$ cat src/rtl/stim_pkg.sv
// Shared types and sizing helpers for the serial stimulus driver.
package stim_pkg;

  localparam int unsigned DefWidth = 10;
  localparam int unsigned DefYw    = 2;

  typedef enum logic [1:0] {
    StIdle = 2'd0,
    StSend = 2'd1,
    StDone = 2'd2
  } state_e;

  // Counter must hold values 0..w inclusive.
  function automatic int unsigned cnt_width(input int unsigned w);
    return $clog2(w + 1);
  endfunction

endpackage

$ cat src/rtl/piso_shift.sv
// Parallel-in serial-out shift register; shifts left, zero fill, MSB tap.
module piso_shift #(
  parameter int unsigned WIDTH = 8
) (
  input  logic             clk,
  input  logic             rst,
  input  logic             load_i,
  input  logic             shift_i,
  input  logic [WIDTH-1:0] data_i,
  output logic             msb_o
);

  logic [WIDTH-1:0] shreg_q;

  always_ff @(posedge clk or posedge rst) begin
    if (rst) begin
      shreg_q <= '0;
    end else if (load_i) begin
      shreg_q <= data_i;
    end else if (shift_i) begin
      shreg_q <= {shreg_q[WIDTH-2:0], 1'b0};
    end
  end

  assign msb_o = shreg_q[WIDTH-1];

endmodule

$ cat src/rtl/serial_stim_driver.sv
// Shifts a parallel pattern out MSB-first onto x, captures y_in per bit and
// compares the final sample against a latched expected value.
module serial_stim_driver
  import stim_pkg::*;
#(
  parameter int unsigned WIDTH = DefWidth,
  parameter int unsigned YW    = DefYw,
  parameter int unsigned CW    = cnt_width(WIDTH)
) (
  input  logic                clk,
  input  logic                rst,
  input  logic                start,
  input  logic                abort,
  input  logic [WIDTH-1:0]    pattern,
  input  logic [CW-1:0]       len,
  input  logic [YW-1:0]       exp_y,
  input  logic [YW-1:0]       y_in,
  output logic                x,
  output logic                busy,
  output logic                done,
  output logic                match,
  output logic [YW*WIDTH-1:0] trace
);

  state_e              state_q;
  logic [CW-1:0]       cnt_q;
  logic [YW-1:0]       exp_q;
  logic [YW*WIDTH-1:0] trace_q;
  logic                match_q;
  logic                busy_q;
  logic                done_q;

  logic [CW-1:0]       len_eff;
  logic [WIDTH-1:0]    load_val;
  logic                load;
  logic                shift;
  logic                shreg_msb;

  assign len_eff  = (len > CW'(WIDTH)) ? CW'(WIDTH) : len;
  // Left-justify so bit [len-1] of the pattern sits at the MSB tap.
  assign load_val = pattern << (CW'(WIDTH) - len_eff);
  assign load     = (state_q == StIdle) && start && (len_eff != '0);
  assign shift    = (state_q == StSend) && !abort;

  piso_shift #(
    .WIDTH (WIDTH)
  ) u_piso (
    .clk     (clk),
    .rst     (rst),
    .load_i  (load),
    .shift_i (shift),
    .data_i  (load_val),
    .msb_o   (shreg_msb)
  );

  always_ff @(posedge clk or posedge rst) begin
    if (rst) begin
      state_q <= StIdle;
      cnt_q   <= '0;
      exp_q   <= '0;
      trace_q <= '0;
      match_q <= 1'b0;
      busy_q  <= 1'b0;
      done_q  <= 1'b0;
    end else begin
      done_q <= 1'b0;
      unique case (state_q)
        StIdle: begin
          if (start) begin
            cnt_q   <= len_eff;
            exp_q   <= exp_y;
            trace_q <= '0;
            if (len_eff == '0) begin
              state_q <= StDone;
              done_q  <= 1'b1;
              match_q <= 1'b1;
            end else begin
              state_q <= StSend;
              busy_q  <= 1'b1;
              match_q <= 1'b0;
            end
          end
        end
        StSend: begin
          // Abort wins over the final-bit transition and freezes the trace.
          if (abort) begin
            state_q <= StIdle;
            busy_q  <= 1'b0;
          end else begin
            cnt_q   <= cnt_q - CW'(1);
            trace_q <= {trace_q[YW*WIDTH-YW-1:0], y_in};
            if (cnt_q == CW'(1)) begin
              state_q <= StDone;
              busy_q  <= 1'b0;
              done_q  <= 1'b1;
              match_q <= (y_in == exp_q);
            end
          end
        end
        StDone: begin
          state_q <= StIdle;
        end
        default: begin
          state_q <= StIdle;
          busy_q  <= 1'b0;
        end
      endcase
    end
  end

  assign x     = busy_q & shreg_msb;
  assign busy  = busy_q;
  assign done  = done_q;
  assign match = match_q;
  assign trace = trace_q;

endmodule

$ cat config.mk
export PLATFORM = sky130hd
export DESIGN_NAME = serial_stim_driver
export DESIGN_NICKNAME = d
export VERILOG_FILES = /design/src/rtl/stim_pkg.sv /design/src/rtl/piso_shift.sv /design/src/rtl/serial_stim_driver.sv
export SDC_FILE = /design/constraint.sdc
export NUM_CORES = 1
export LEC_CHECK = 0
export CORE_AREA = 3 3 86 88
export CTS_CLUSTER_SIZE = 28
export DETAILED_ROUTE_END_ITERATION = 12
export DIE_AREA = 0 0 89 91
export SLEW_MARGIN = 20
export SYNTH_ARGS = -nofsm -noshare
export SYNTH_HDL_FRONTEND = slang
export SYNTH_SLANG_ARGS = --single-unit
$ cat constraint.sdc
create_clock -name clk -period 3.2 [get_ports clk]
set_input_delay 0.48 -clock clk [delete_from_list [all_inputs] [get_ports clk]]
set_output_delay 0.48 -clock clk [all_outputs]
set_load 0.005 [all_outputs]
==> flow_metrics.env <==
export IMPL_io_pins=46
export IMPL_worstMarginPinSlew_ns=0.758
export IMPL_grt_busiest_layer="met2"
export IMPL_final_cell_mix="nand2_1, clkdlybuf4s50_1, dfrtp_1"
export IMPL_critPathKind="in -> reg"
export IMPL_use_met3_pct=2.72
export IMPL_drtAntennaViolNets=0
export IMPL_start_util_pct=34.9
export IMPL_cts_max_path_buffers=2
export IMPL_r2r_end="u_piso.shreg_q[3]$_DFFE_PP0P_"
export IMPL_drtPass1Iterations=4
export IMPL_use_met1_pct=19.0
export IMPL_antenna_cells=0
export IMPL_routed_via_density=5.12
export IMPL_fmax_mhz=387
export IMPL_synth_seq_cells=41
export IMPL_grt_use_total_pct=13.7
export IMPL_min_period_ns=2.59
export IMPL_synthFlopType="dfrtp_1"
export IMPL_syn_area_per_cell_um2=9.13
export IMPL_outcome="finished clean"
export IMPL_grt_first_pass_wirelength_mm=8.98
export IMPL_wl_per_cell_um=14.1
export IMPL_synthArstFlopShare_pct=100
export IMPL_grt_max_degree=42
export IMPL_vias=1942
export IMPL_arrival_ns=2.77
export IMPL_dieHeight_um=91
export IMPL_htree_levels=2
export IMPL_r2r_setup_slack_ns=1.30
export IMPL_antenna_found_initial=0
export IMPL_clock_latency_ns=0.29
export IMPL_syn_cell_area_um2=2350
export IMPL_finClkSkew_ns=0.00985
export IMPL_final_layout_size_suffix_gt1_share_pct=13.4
export IMPL_finalMaxSlewViolations=0
export IMPL_area_delta_synth_final_pct=26.7
export IMPL_cts_tree="done"
export IMPL_die_area_um2=8100
export IMPL_r2r_start="state_q[0]$_DFFE_PP0P_"
export IMPL_drt_iter0_markers=108
export IMPL_ys_seq_area_share_pct=43.7
export IMPL_setup_viol=0
export IMPL_syn_nets=282
export IMPL_grt_overflow=0
export IMPL_clkTransAtPathRegs_ns=0.08
export IMPL_post_route_period_util_pct=80.9
export IMPL_min_to="trace[19]$_DFFE_PP0P_"
export IMPL_dp_hpwl_mm=3.98
export IMPL_numCtsBuffers=5
export IMPL_ff2ff_path_depth=5
export IMPL_hold_buffers=0
export IMPL_cts_root_buf="clkbuf_8"
export IMPL_drc=0
export IMPL_core_um2=6720
export IMPL_num_rows=30
export IMPL_ir_drop_mv=0.278
export IMPL_rsz0062_at_grt="no"
export IMPL_first_global_vias=1879
export IMPL_final_common_cell="nand2_1"
export IMPL_maxCapViolations=0
export IMPL_clock_sinks=41
export IMPL_die_width_um=89
export IMPL_wl_mm=5.36
export IMPL_cp_start_kind="input port"
export IMPL_yosysUniqueCellTypes=52
export IMPL_timing_slew_headroom_pct=49.4
export IMPL_netlist_instances=257
export IMPL_synth_edf_count=0
export IMPL_hp_start="trace[19]$_DFFE_PP0P_"
export IMPL_setup_worst_path_end_class="flop"
export IMPL_cts_resized=0
export IMPL_final_nets=324
export IMPL_leakagePower_uw=0.00120
export IMPL_yosys_warnings=0
export IMPL_port_buffers=45
export IMPL_hold_class="reg -> reg"
export IMPL_grtUsageMet2_pct=21.8
export IMPL_power_uw=1760
export IMPL_final_hold_violation_count=0
export IMPL_fin_setup_tns_ns=0
export IMPL_crit_fanout=10
export IMPL_cellPowerDensity_nw_per_um2=593
export IMPL_place_gp_congestion=0.859
export IMPL_cts_setup_buffers=0
export IMPL_holdPathStages=2
export IMPL_cp_required_ns=3.38
-- state kept, by name, summed over array words and instances (netlist names) --
name            count
trace              20
u_piso.shreg_q     10
cnt_q               4
exp_q               2
state_q             2
busy                1
done                1
match               1
-- per-layer routing --
metal,wire length [um],part of all wire [%],vias up
li1,-,-,985
met1,2510,47,899
met2,2540,47,49
met3,233,4.3,9
met4,78,1.5,0
met5,0,0,-
-- metrics by stage --
| step | hold slack (ns) | area (um^2) | setup slack [ns] | utilization (%) | std cells |
|---|---|---|---|---|---|
| after CTS | 0.492 | 2970 | 0.619 | 44.2 | 379 |
| after detailed placement | 0.473 | 2870 | 0.320 | 42.7 | 372 |
| after global routing | 0.531 | 2970 | 0.474 | 44.2 | 379 |
| final | 0.481 | 2970 | 0.613 | 44.2 | 379 |
| after floorplan | 0.473 | 2350 | 0.932 | - | 257 |
| after global placement | 0.463 | 2870 | 0.379 | 42.7 | 372 |
-- critical path, cell delays in order --
cell             delay [ns]
clkdlybuf4s50_1        0.69
o21ai_4                0.11
nand2_4                0.12
inv_2                  0.09
ha_1                   0.43
mux4_2                 0.54
a221o_1                0.30
-- report_power, final --
group	internal (uW)	switching, uW
clock network	227	175
logic	302	314
registers	647	96.2
total	1180	585
-- worst max-delay path by stage --
stage                start                            end  slack (ns)  depth (start not counted)
global placement    len[1]  u_piso.shreg_q[6]$_DFFE_PP0P_        0.38                          7
detailed placement  len[1]  u_piso.shreg_q[6]$_DFFE_PP0P_        0.32                          7
global route        len[2]  u_piso.shreg_q[6]$_DFFE_PP0P_        0.47                          7
finish              len[1]  u_piso.shreg_q[6]$_DFFE_PP0P_        0.61                          7
floorplan           len[2]  u_piso.shreg_q[4]$_DFFE_PP0P_        0.93                          8
CTS                 len[1]  u_piso.shreg_q[6]$_DFFE_PP0P_        0.62                          7
-- cell usage after synthesis (2+ instances only) --
master / count / area share (%)
a21oi_1: 8 / 1.7
a21oi_2: 4 / 1.5
a221o_1: 3 / 1.3
a31oi_1: 5 / 1.3
and2_1: 3 / 0.80
buf_2: 3 / 0.64
buf_4: 4 / 1.3
buf_6: 2 / 0.96
clkbuf_1: 8 / 1.3
dfrtp_1: 41 / 44
ha_1: 3 / 1.6
inv_1: 6 / 0.96
mux2_2: 4 / 1.9
mux2i_1: 3 / 1.3
mux4_2: 5 / 4.8
nand2_1: 63 / 10
nand3_1: 3 / 0.64
nand4_1: 3 / 0.80
nor2_1: 15 / 2.4
nor2b_1: 2 / 0.53
nor3_1: 2 / 0.43
o21ai_0: 32 / 6.8
o22a_1: 3 / 1.1
or2_2: 2 / 0.53
xnor2_1: 3 / 1.1
-- cell type report --
| class | count | area [um^2] |
|---|---|---|
| fillers | 652 | 3750 |
| multi-input cells | 192 | 1200 |
| flip-flops and latches | 41 | 1030 |
| repair buffers | 52 | 515 |
| well taps | 80 | 100 |
| clock buffers | 5 | 68.8 |
| clock inverters | 2 | 35.0 |
| inverters | 7 | 26.3 |
-- cell families (layout without fill, tap and decap cells) --
logic type | after synthesis | in the layout | share of synthesized area (%)
DFF | 41 | 41 | 43.7
buffers and inverters | 24 | 66 | 5.28
adders and majority gates | 3 | 3 | 1.60
AOI/OAI and AO/OA | 71 | 71 | 19.8
and+or+nand+nor | 103 | 103 | 20.5
muxes | 12 | 12 | 8.00
xor gates and xnor gates | 3 | 3 | 1.12
No activity file was read; power rests on OpenSTA's default activity.
